[src/rtl/rvh_l1d_fifo_enq_arb_pkg.sv]
// Shared types and helpers for the L1D FIFO enqueue arbiter and related pickers.
package rvh_l1d_arb_pkg;

   typedef enum logic [1:0] {
      ARB_RUN,
      ARB_FLUSH,
      ARB_QUIESCE
   } arb_state_e;

   // Grant-index width; a single-requester index still needs one bit.
   function automatic int unsigned arb_idx_w(input int unsigned n);
      return (n > 1) ? $clog2(n) : 1;
   endfunction

endpackage

[src/rtl/rvh_l1d_fifo_enq_arb_if.sv]
// Requester, FIFO-enqueue and flush signals of the arbiter, bundled as one interface.
interface rvh_l1d_fifo_enq_arb_if
   import rvh_l1d_arb_pkg::*;
#(
   parameter int REQ_NUM       = 4,
   parameter int PAYLOAD_WIDTH = 3
);
   localparam int REQ_IDX_W = arb_idx_w(REQ_NUM);

   logic [REQ_NUM-1:0]               req_vld_i;
   logic [REQ_NUM*PAYLOAD_WIDTH-1:0] req_payload_i;
   logic [REQ_NUM-1:0]               req_rdy_o;
   logic                             fifo_enq_vld_o;
   logic [PAYLOAD_WIDTH-1:0]         fifo_enq_payload_o;
   logic                             fifo_enq_rdy_i;
   logic                             fifo_flush_o;
   logic                             flush_req_i;
   logic                             flush_busy_o;
   logic [REQ_IDX_W-1:0]             grant_idx_o;

   // Requesters and the FIFO drive the arbiter through this side.
   modport master (
      output req_vld_i, req_payload_i, fifo_enq_rdy_i, flush_req_i,
      input  req_rdy_o, fifo_enq_vld_o, fifo_enq_payload_o, fifo_flush_o,
             flush_busy_o, grant_idx_o
   );

   modport slave (
      input  req_vld_i, req_payload_i, fifo_enq_rdy_i, flush_req_i,
      output req_rdy_o, fifo_enq_vld_o, fifo_enq_payload_o, fifo_flush_o,
             flush_busy_o, grant_idx_o
   );

endinterface

[src/rtl/rvh_l1d_fifo_enq_arb_picker.sv]
// Combinational round-robin first-one search starting at start_i, wrapping modulo N.
module rvh_rr_picker #(
   parameter int N  = 4,
   parameter int IW = 2
) (
   input  logic [N-1:0]  vec_i,
   input  logic [IW-1:0] start_i,
   output logic [N-1:0]  gnt_oh_o,
   output logic [IW-1:0] idx_o,
   output logic          vld_o
);

   logic [IW-1:0] cand_idx [N];

   // cand_idx[k] is the requester examined at search offset k; start_i < N so one subtract wraps.
   generate
      for (genvar gi = 0; gi < N; gi++) begin : g_cand
         logic [IW:0] sum_w;
         assign sum_w         = {1'b0, start_i} + (IW+1)'(gi);
         assign cand_idx[gi]  = (sum_w >= (IW+1)'(N)) ? IW'(sum_w - (IW+1)'(N)) : IW'(sum_w);
         assign gnt_oh_o[gi]  = vld_o && (idx_o == IW'(gi));
      end
   endgenerate

   always_comb begin
      vld_o = 1'b0;
      idx_o = '0;
      for (int k = N - 1; k >= 0; k--) begin
         if (vec_i[cand_idx[k]]) begin
            vld_o = 1'b1;
            idx_o = cand_idx[k];
         end
      end
   end

endmodule

[src/rtl/rvh_l1d_fifo_enq_arb.sv]
// Round-robin arbiter with stall lock and flush/quiesce sequencer in front of the L1D FIFO enqueue port.
module rvh_l1d_fifo_enq_arb
   import rvh_l1d_arb_pkg::*;
#(
   parameter int REQ_NUM       = 4,
   parameter int PAYLOAD_WIDTH = 3
) (
   input  logic                  clk,
   input  logic                  rst,
   rvh_l1d_fifo_enq_arb_if.slave arb_if
);
   localparam int REQ_IDX_W = arb_idx_w(REQ_NUM);

   arb_state_e             state_q, state_d;
   logic [REQ_IDX_W-1:0]   rr_ptr_q;
   logic                   lock_vld_q;
   logic [REQ_IDX_W-1:0]   lock_idx_q;

   logic [PAYLOAD_WIDTH-1:0] payload_arr [REQ_NUM];
   logic [REQ_NUM-1:0]       pick_oh;
   logic [REQ_IDX_W-1:0]     pick_idx;
   logic                     pick_vld;
   logic                     lock_hit;
   logic                     grant_vld;
   logic [REQ_IDX_W-1:0]     grant_idx;
   logic                     enq_vld;
   logic                     fire;
   logic                     stall;

   generate
      for (genvar gi = 0; gi < REQ_NUM; gi++) begin : g_req
         assign payload_arr[gi]      = arb_if.req_payload_i[gi*PAYLOAD_WIDTH +: PAYLOAD_WIDTH];
         assign arb_if.req_rdy_o[gi] = fire && (grant_idx == REQ_IDX_W'(gi));
      end
   endgenerate

   rvh_rr_picker #(
      .N  (REQ_NUM),
      .IW (REQ_IDX_W)
   ) u_picker (
      .vec_i    (arb_if.req_vld_i),
      .start_i  (rr_ptr_q),
      .gnt_oh_o (pick_oh),
      .idx_o    (pick_idx),
      .vld_o    (pick_vld)
   );

   // A stalled grant keeps priority only while its requester still asserts valid.
   assign lock_hit  = lock_vld_q && arb_if.req_vld_i[lock_idx_q];
   assign grant_vld = (state_q == ARB_RUN) && (lock_hit || pick_vld);
   assign grant_idx = !grant_vld ? '0 : (lock_hit ? lock_idx_q : pick_idx);
   assign enq_vld   = grant_vld && !arb_if.flush_req_i;
   assign fire      = enq_vld && arb_if.fifo_enq_rdy_i;
   assign stall     = enq_vld && !arb_if.fifo_enq_rdy_i;

   assign arb_if.fifo_enq_vld_o     = enq_vld;
   assign arb_if.fifo_enq_payload_o = grant_vld ? payload_arr[grant_idx] : '0;
   assign arb_if.grant_idx_o        = grant_idx;
   assign arb_if.fifo_flush_o       = (state_q == ARB_FLUSH);
   assign arb_if.flush_busy_o       = (state_q != ARB_RUN);

   always_comb begin
      state_d = state_q;
      case (state_q)
         ARB_RUN:     if (arb_if.flush_req_i) state_d = ARB_FLUSH;
         ARB_FLUSH:   state_d = ARB_QUIESCE;
         ARB_QUIESCE: state_d = ARB_RUN;
         default:     state_d = ARB_RUN;
      endcase
   end

   always_ff @(posedge clk) begin
      if (rst) begin
         state_q    <= ARB_RUN;
         rr_ptr_q   <= '0;
         lock_vld_q <= 1'b0;
         lock_idx_q <= '0;
      end else begin
         state_q <= state_d;
         if (fire) begin
            rr_ptr_q   <= (grant_idx == REQ_IDX_W'(REQ_NUM - 1)) ? '0 : grant_idx + 1'b1;
            lock_vld_q <= 1'b0;
         end else if (stall) begin
            lock_vld_q <= 1'b1;
            lock_idx_q <= grant_idx;
         end else if (lock_vld_q && !arb_if.req_vld_i[lock_idx_q]) begin
            lock_vld_q <= 1'b0;
         end
         // Flush entry always wins; enq_vld is already suppressed this cycle.
         if ((state_q == ARB_RUN) && arb_if.flush_req_i) begin
            lock_vld_q <= 1'b0;
         end
      end
   end

   logic unused_pick_oh;
   assign unused_pick_oh = ^pick_oh;

endmodule

[src/flat_wrapper.sv]
// flat-port wrapper written by rule: the top's interface ports become plain ports
module rvh_l1d_fifo_enq_arb_flat import rvh_l1d_arb_pkg::*;
#(
   parameter int REQ_NUM       = 4,
   parameter int PAYLOAD_WIDTH = 3
)
  (clk, rst, arb_if_req_vld_i, arb_if_req_payload_i, arb_if_fifo_enq_rdy_i, arb_if_flush_req_i, arb_if_req_rdy_o, arb_if_fifo_enq_vld_o, arb_if_fifo_enq_payload_o, arb_if_fifo_flush_o, arb_if_flush_busy_o, arb_if_grant_idx_o);
  rvh_l1d_fifo_enq_arb_if #(.REQ_NUM(REQ_NUM), .PAYLOAD_WIDTH(PAYLOAD_WIDTH)) arb_if_i ();
  input  logic clk;
  input  logic rst;
  input wire logic [$bits(arb_if_i.req_vld_i)-1:0] arb_if_req_vld_i;
  input wire logic [$bits(arb_if_i.req_payload_i)-1:0] arb_if_req_payload_i;
  input wire logic [$bits(arb_if_i.fifo_enq_rdy_i)-1:0] arb_if_fifo_enq_rdy_i;
  input wire logic [$bits(arb_if_i.flush_req_i)-1:0] arb_if_flush_req_i;
  output wire logic [$bits(arb_if_i.req_rdy_o)-1:0] arb_if_req_rdy_o;
  output wire logic [$bits(arb_if_i.fifo_enq_vld_o)-1:0] arb_if_fifo_enq_vld_o;
  output wire logic [$bits(arb_if_i.fifo_enq_payload_o)-1:0] arb_if_fifo_enq_payload_o;
  output wire logic [$bits(arb_if_i.fifo_flush_o)-1:0] arb_if_fifo_flush_o;
  output wire logic [$bits(arb_if_i.flush_busy_o)-1:0] arb_if_flush_busy_o;
  output wire logic [$bits(arb_if_i.grant_idx_o)-1:0] arb_if_grant_idx_o;
  assign arb_if_i.req_vld_i = arb_if_req_vld_i;
  assign arb_if_i.req_payload_i = arb_if_req_payload_i;
  assign arb_if_i.fifo_enq_rdy_i = arb_if_fifo_enq_rdy_i;
  assign arb_if_i.flush_req_i = arb_if_flush_req_i;
  assign arb_if_req_rdy_o = arb_if_i.req_rdy_o;
  assign arb_if_fifo_enq_vld_o = arb_if_i.fifo_enq_vld_o;
  assign arb_if_fifo_enq_payload_o = arb_if_i.fifo_enq_payload_o;
  assign arb_if_fifo_flush_o = arb_if_i.fifo_flush_o;
  assign arb_if_flush_busy_o = arb_if_i.flush_busy_o;
  assign arb_if_grant_idx_o = arb_if_i.grant_idx_o;
  rvh_l1d_fifo_enq_arb #(.REQ_NUM(REQ_NUM), .PAYLOAD_WIDTH(PAYLOAD_WIDTH)) u_core (.clk(clk), .rst(rst), .arb_if(arb_if_i));
endmodule
[config.mk]
export PLATFORM = sky130hd
export DESIGN_NAME = rvh_l1d_fifo_enq_arb_flat
export DESIGN_NICKNAME = d
export VERILOG_FILES = /design/src/rtl/rvh_l1d_fifo_enq_arb_pkg.sv /design/src/rtl/rvh_l1d_fifo_enq_arb_if.sv /design/src/rtl/rvh_l1d_fifo_enq_arb_picker.sv /design/src/rtl/rvh_l1d_fifo_enq_arb.sv /design/src/flat_wrapper.sv
export SDC_FILE = /design/constraint.sdc
export NUM_CORES = 1
export LEC_CHECK = 0
export CAP_MARGIN = 20
export CELL_PAD_IN_SITES_DETAIL_PLACEMENT = 1
export CELL_PAD_IN_SITES_GLOBAL_PLACEMENT = 1
export CORE_UTILIZATION = 28
export CTS_CLUSTER_DIAMETER = 120
export CTS_CLUSTER_SIZE = 16
export DETAILED_ROUTE_END_ITERATION = 8
export GPL_TIMING_DRIVEN = 1
export PLACE_DENSITY_LB_ADDON = 0.1
export SYNTH_ARGS = -nofsm -noshare
export SYNTH_HDL_FRONTEND = slang
export SYNTH_SLANG_ARGS = --single-unit
export TNS_END_PERCENT = 1
[constraint.sdc]
create_clock -name clk -period 3.7 [get_ports clk]
set_input_delay 0.37 -clock clk [delete_from_list [all_inputs] [get_ports clk]]
set_output_delay 0.37 -clock clk [all_outputs]
set_load 0.02 [all_outputs]
==> summary.md <==
| Metric | Value |
|---|---|
| Internal | roughly 0.18 mW |
| Setup Buffers After CTS | 0 |
| Routed len/inst | 13.9 µm |
| CTS tree | built |
| Final instance area | roughly 990 µm² |
| Initial Utilization | 30.5% |
| H-tree levels | 1 |
| Layout cells sized above 1 | between 10% and 20% |
| Max IR drop VDD | 0.221 mV |
| Fin. max-slew vios | 0 |
| CP max stage delay | 0.73 ns |
| Seq/Total Area, Yosys | approximately 23% |
| Leakage | 0.426 nW |
| Synthesized Nets | slightly below 100 |
| Gr ovfl total | 0 |
| Later-pin clock latency in the skew report | 0.25 ns |
| Max Root-Sink Buffers | 2 |
| # diodes | 0 |
| Clock Sinks | 7 |
| Synth async-reset ratio | 0% |
| Post-layout util | 49.7% |
| Pin count of the biggest net entering global routing | 12 |
| PwrDens | 286 mW/mm² |
| Hold Path Class | flip-flop to flip-flop |
| Number of synthesized flops with an enable pin | 0 |
| Combinational Power Share | 46.1% |
| Worst path required time | 3.33 ns |
| Status | completed |
| Worst Tran Pin Value | 0.846 ns |
| Relative slew slack | a little over two fifths |
| Hold bufs inserted after CTS | 0 |
| Yosys cell types | 33 |
| Initial DRC Count | 1 |
| Vias in the first global route | 707 |
| CP cell instances | clkdlybuf4s50_1 -> buf_4 -> inv_1 -> a2111oi_0 -> o31ai_4 -> inv_1 -> ha_1 -> and3_1 -> clkdlybuf4s50_1 |
| Max stage delay cell, worst path | a2111oi_0 |
| IO Count | 32 |
| Drt pass-1 iters | 3 |
| Startpoint types | primary input |
| Final HPWL DP | 1.58 mm |
| Maximum clock rate | between 200 and 300 MHz |
| Worst EP arrival | 3.11 ns |
| Final WL | 1.94 mm |
| Initial antenna violation count | 0 |
| Root Buffer | clkbuf_4 |
| Nets@finish | between 100 and 150 |
| Minimum clock period | 3.48 ns |
| Area growth syn-to-layout | 62.9% |
| Buffers & Inverters on Critical Path | 5 |
| Clk network pwr share | 24.7% |
| Fin. Hold Viols | 0 |
| DP Cell Count | 135 |
| Seq pwr share | 29.2% |
| Synth Warn # | 0 |
| Multi-input gate area | 434 µm² |
| GP Congestion | 0.779 |
| Port buffer count | 31 |
| CTS clk-pin slew, worst paths | 0.06 ns |
| Crit Path Max Fanout | 11 |
| Delay-heaviest family, CP | buffers and inverters |
| Die Height | 48.7 µm |
| Mean Syn Cell Area | 8.03 µm² |
| Total power draw | 0.284 mW |
| Synth Instances | 76 |
| Crit Path Category | primary input to output port |
| Die area | 0.00237 mm² |
| Setup violators final | 0 |
| Post-route ant nets | 0 |
| Synth Register Bits | 7 |
| Rows | 16 |
| Die width | 48.7 µm |
| CTS Buf Count | 3 |
| Synth Flop Type | dfxtp_1 |
| GRT Overall Usage | 17.5% |
| Tcrit/Tclk final | 94.0% |
| Placement Cell Area | 958 µm² |
| Sw Ratio | 34.9% |
| Sw power | between 0.09 and 0.1 mW |
| Hold WS | 0.547 ns |
| Vias per cell | 4.95 |
| RSZ-0062 raised after global routing | no |
| Max_cap viols | 0 |
| Filler Cell Count | approximately 240 |
| CORE AREA | 0.00200 mm² |
| Final Instance Count excl. Fillers | 139 |
| First-pass GRT wire length | 3.26 mm |
| Mapped cell area | 611 µm² |
| # resized after CTS | 1 |
| Register area | 140 µm² |
| Type of destination of the critical path | output port |
| Setup Skew | 0.00183 ns |
| Via Count | 688 |
| DRC Markers | 0 |
final timing paths:
kind	from	endpoint	slack [ns]	cells past startpoint
worst min-delay path	u_core.state_q[1]	u_core.state_q[1]	0.55	2
worst min register to register	u_core.state_q[1]	u_core.state_q[1]	0.55	2
worst max register to register	u_core.lock_idx_q[1]	u_core.rr_ptr_q[1]	1.41	8
worst max-delay path	arb_if_req_vld_i[1]	arb_if_req_rdy_o[3]	0.22	9
through the flow:
step / setup slack, ns / TNS [ns]
4_1_cts: 0.215 / 0
6_report: 0.221 / 0
3_5_place_dp: -0.0583 / -0.0583
2_1_floorplan: 1.41 / 0
3_3_place_gp: 0.0727 / 0
5_1_grt: 0.00833 / 0
area by class of cell:
class,count,area share [%]
well taps,27,3.40
multi-input cells,59,43.6
clock buffers,3,2.26
flip-flops and latches,7,14.1
repair buffers,33,32.7
inverters,9,3.40
clock inverters,1,0.503
placed cells by master (no fill, tap or decap), types with 2 or more instances in the layout:
cell	netlist	final
nand2b_1	2	2
clkbuf_4	0	3
and3_1	2	2
nor3_1	2	2
o22ai_1	3	3
a21oi_1	4	4
buf_4	0	2
ha_1	2	2
nor2_1	7	7
nor2b_1	3	3
a2111oi_0	2	2
nand2_1	5	5
mux2i_1	7	7
inv_1	8	8
o21ai_0	3	3
dfxtp_1	7	7
clkdlybuf4s50_1	0	31
flip-flops by register name, summed over array words and instances, names as in the netlist:
register / flops
u_core.lock_idx_q: 2
u_core.lock_vld_q: 1
u_core.rr_ptr_q: 2
u_core.state_q: 2
worst register-to-register path, cell delays in order (launching register included):
cell,delay (ns)
dfxtp_1,0.41
mux2_4,0.33
nand2_1,0.07
o21ai_1,0.09
o31ai_4,0.63
inv_1,0.18
ha_1,0.32
nand3_1,0.06
a21oi_1,0.12
cell usage after synthesis, types with 2 or more instances:
library cell	instances	area share, %
nand2b_1	2	2.0
nand2_1	5	3.1
nor2b_1	3	3.1
o21ai_0	3	2.5
mux2i_1	7	11
nor3_1	2	1.6
a2111oi_0	2	2.9
inv_1	8	4.9
ha_1	2	4.1
nor2_1	7	4.3
and3_1	2	2.0
o22ai_1	3	3.1
a21oi_1	4	3.3
dfxtp_1	7	23
power by group through the flow:
| stage | clock network (mW) | logic (mW) | registers (mW) |
|---|---|---|---|
| 5_1_grt | 0.0763 | 0.142 | 0.0835 |
| 3_3_place_gp | 0 | 0.128 | 0.0843 |
| 2_1_floorplan | 0 | 0.0713 | 0.0832 |
| 4_1_cts | 0.0735 | 0.133 | 0.0828 |
| 3_5_place_dp | 0 | 0.130 | 0.0844 |
| 6_report | 0.0701 | 0.131 | 0.0829 |
metal layers:
layer / routed length [µm] / part of all wire [%] / global-route usage [%] / vias up
li1: - / - / - / 346
met1: 860 / 44 / 21.6 / 316
met2: 948 / 49 / 30.8 / 22
met3: 90 / 4.6 / 2.52 / 4
met4: 38 / 2.0 / 5.88 / 0
met5: 0 / 0 / 0 / -
cells by family (layout without fill, tap and decap cells):
family,Yosys count,after routing,synth area share (%)
buf+inv,10,46,7.38
flops,7,7,23.0
fa+ha+maj,2,2,4.10
mux,10,10,17.6
compound gates,19,19,23.6
simple gates,28,28,24.4
(Power assumes the default switching activity.)
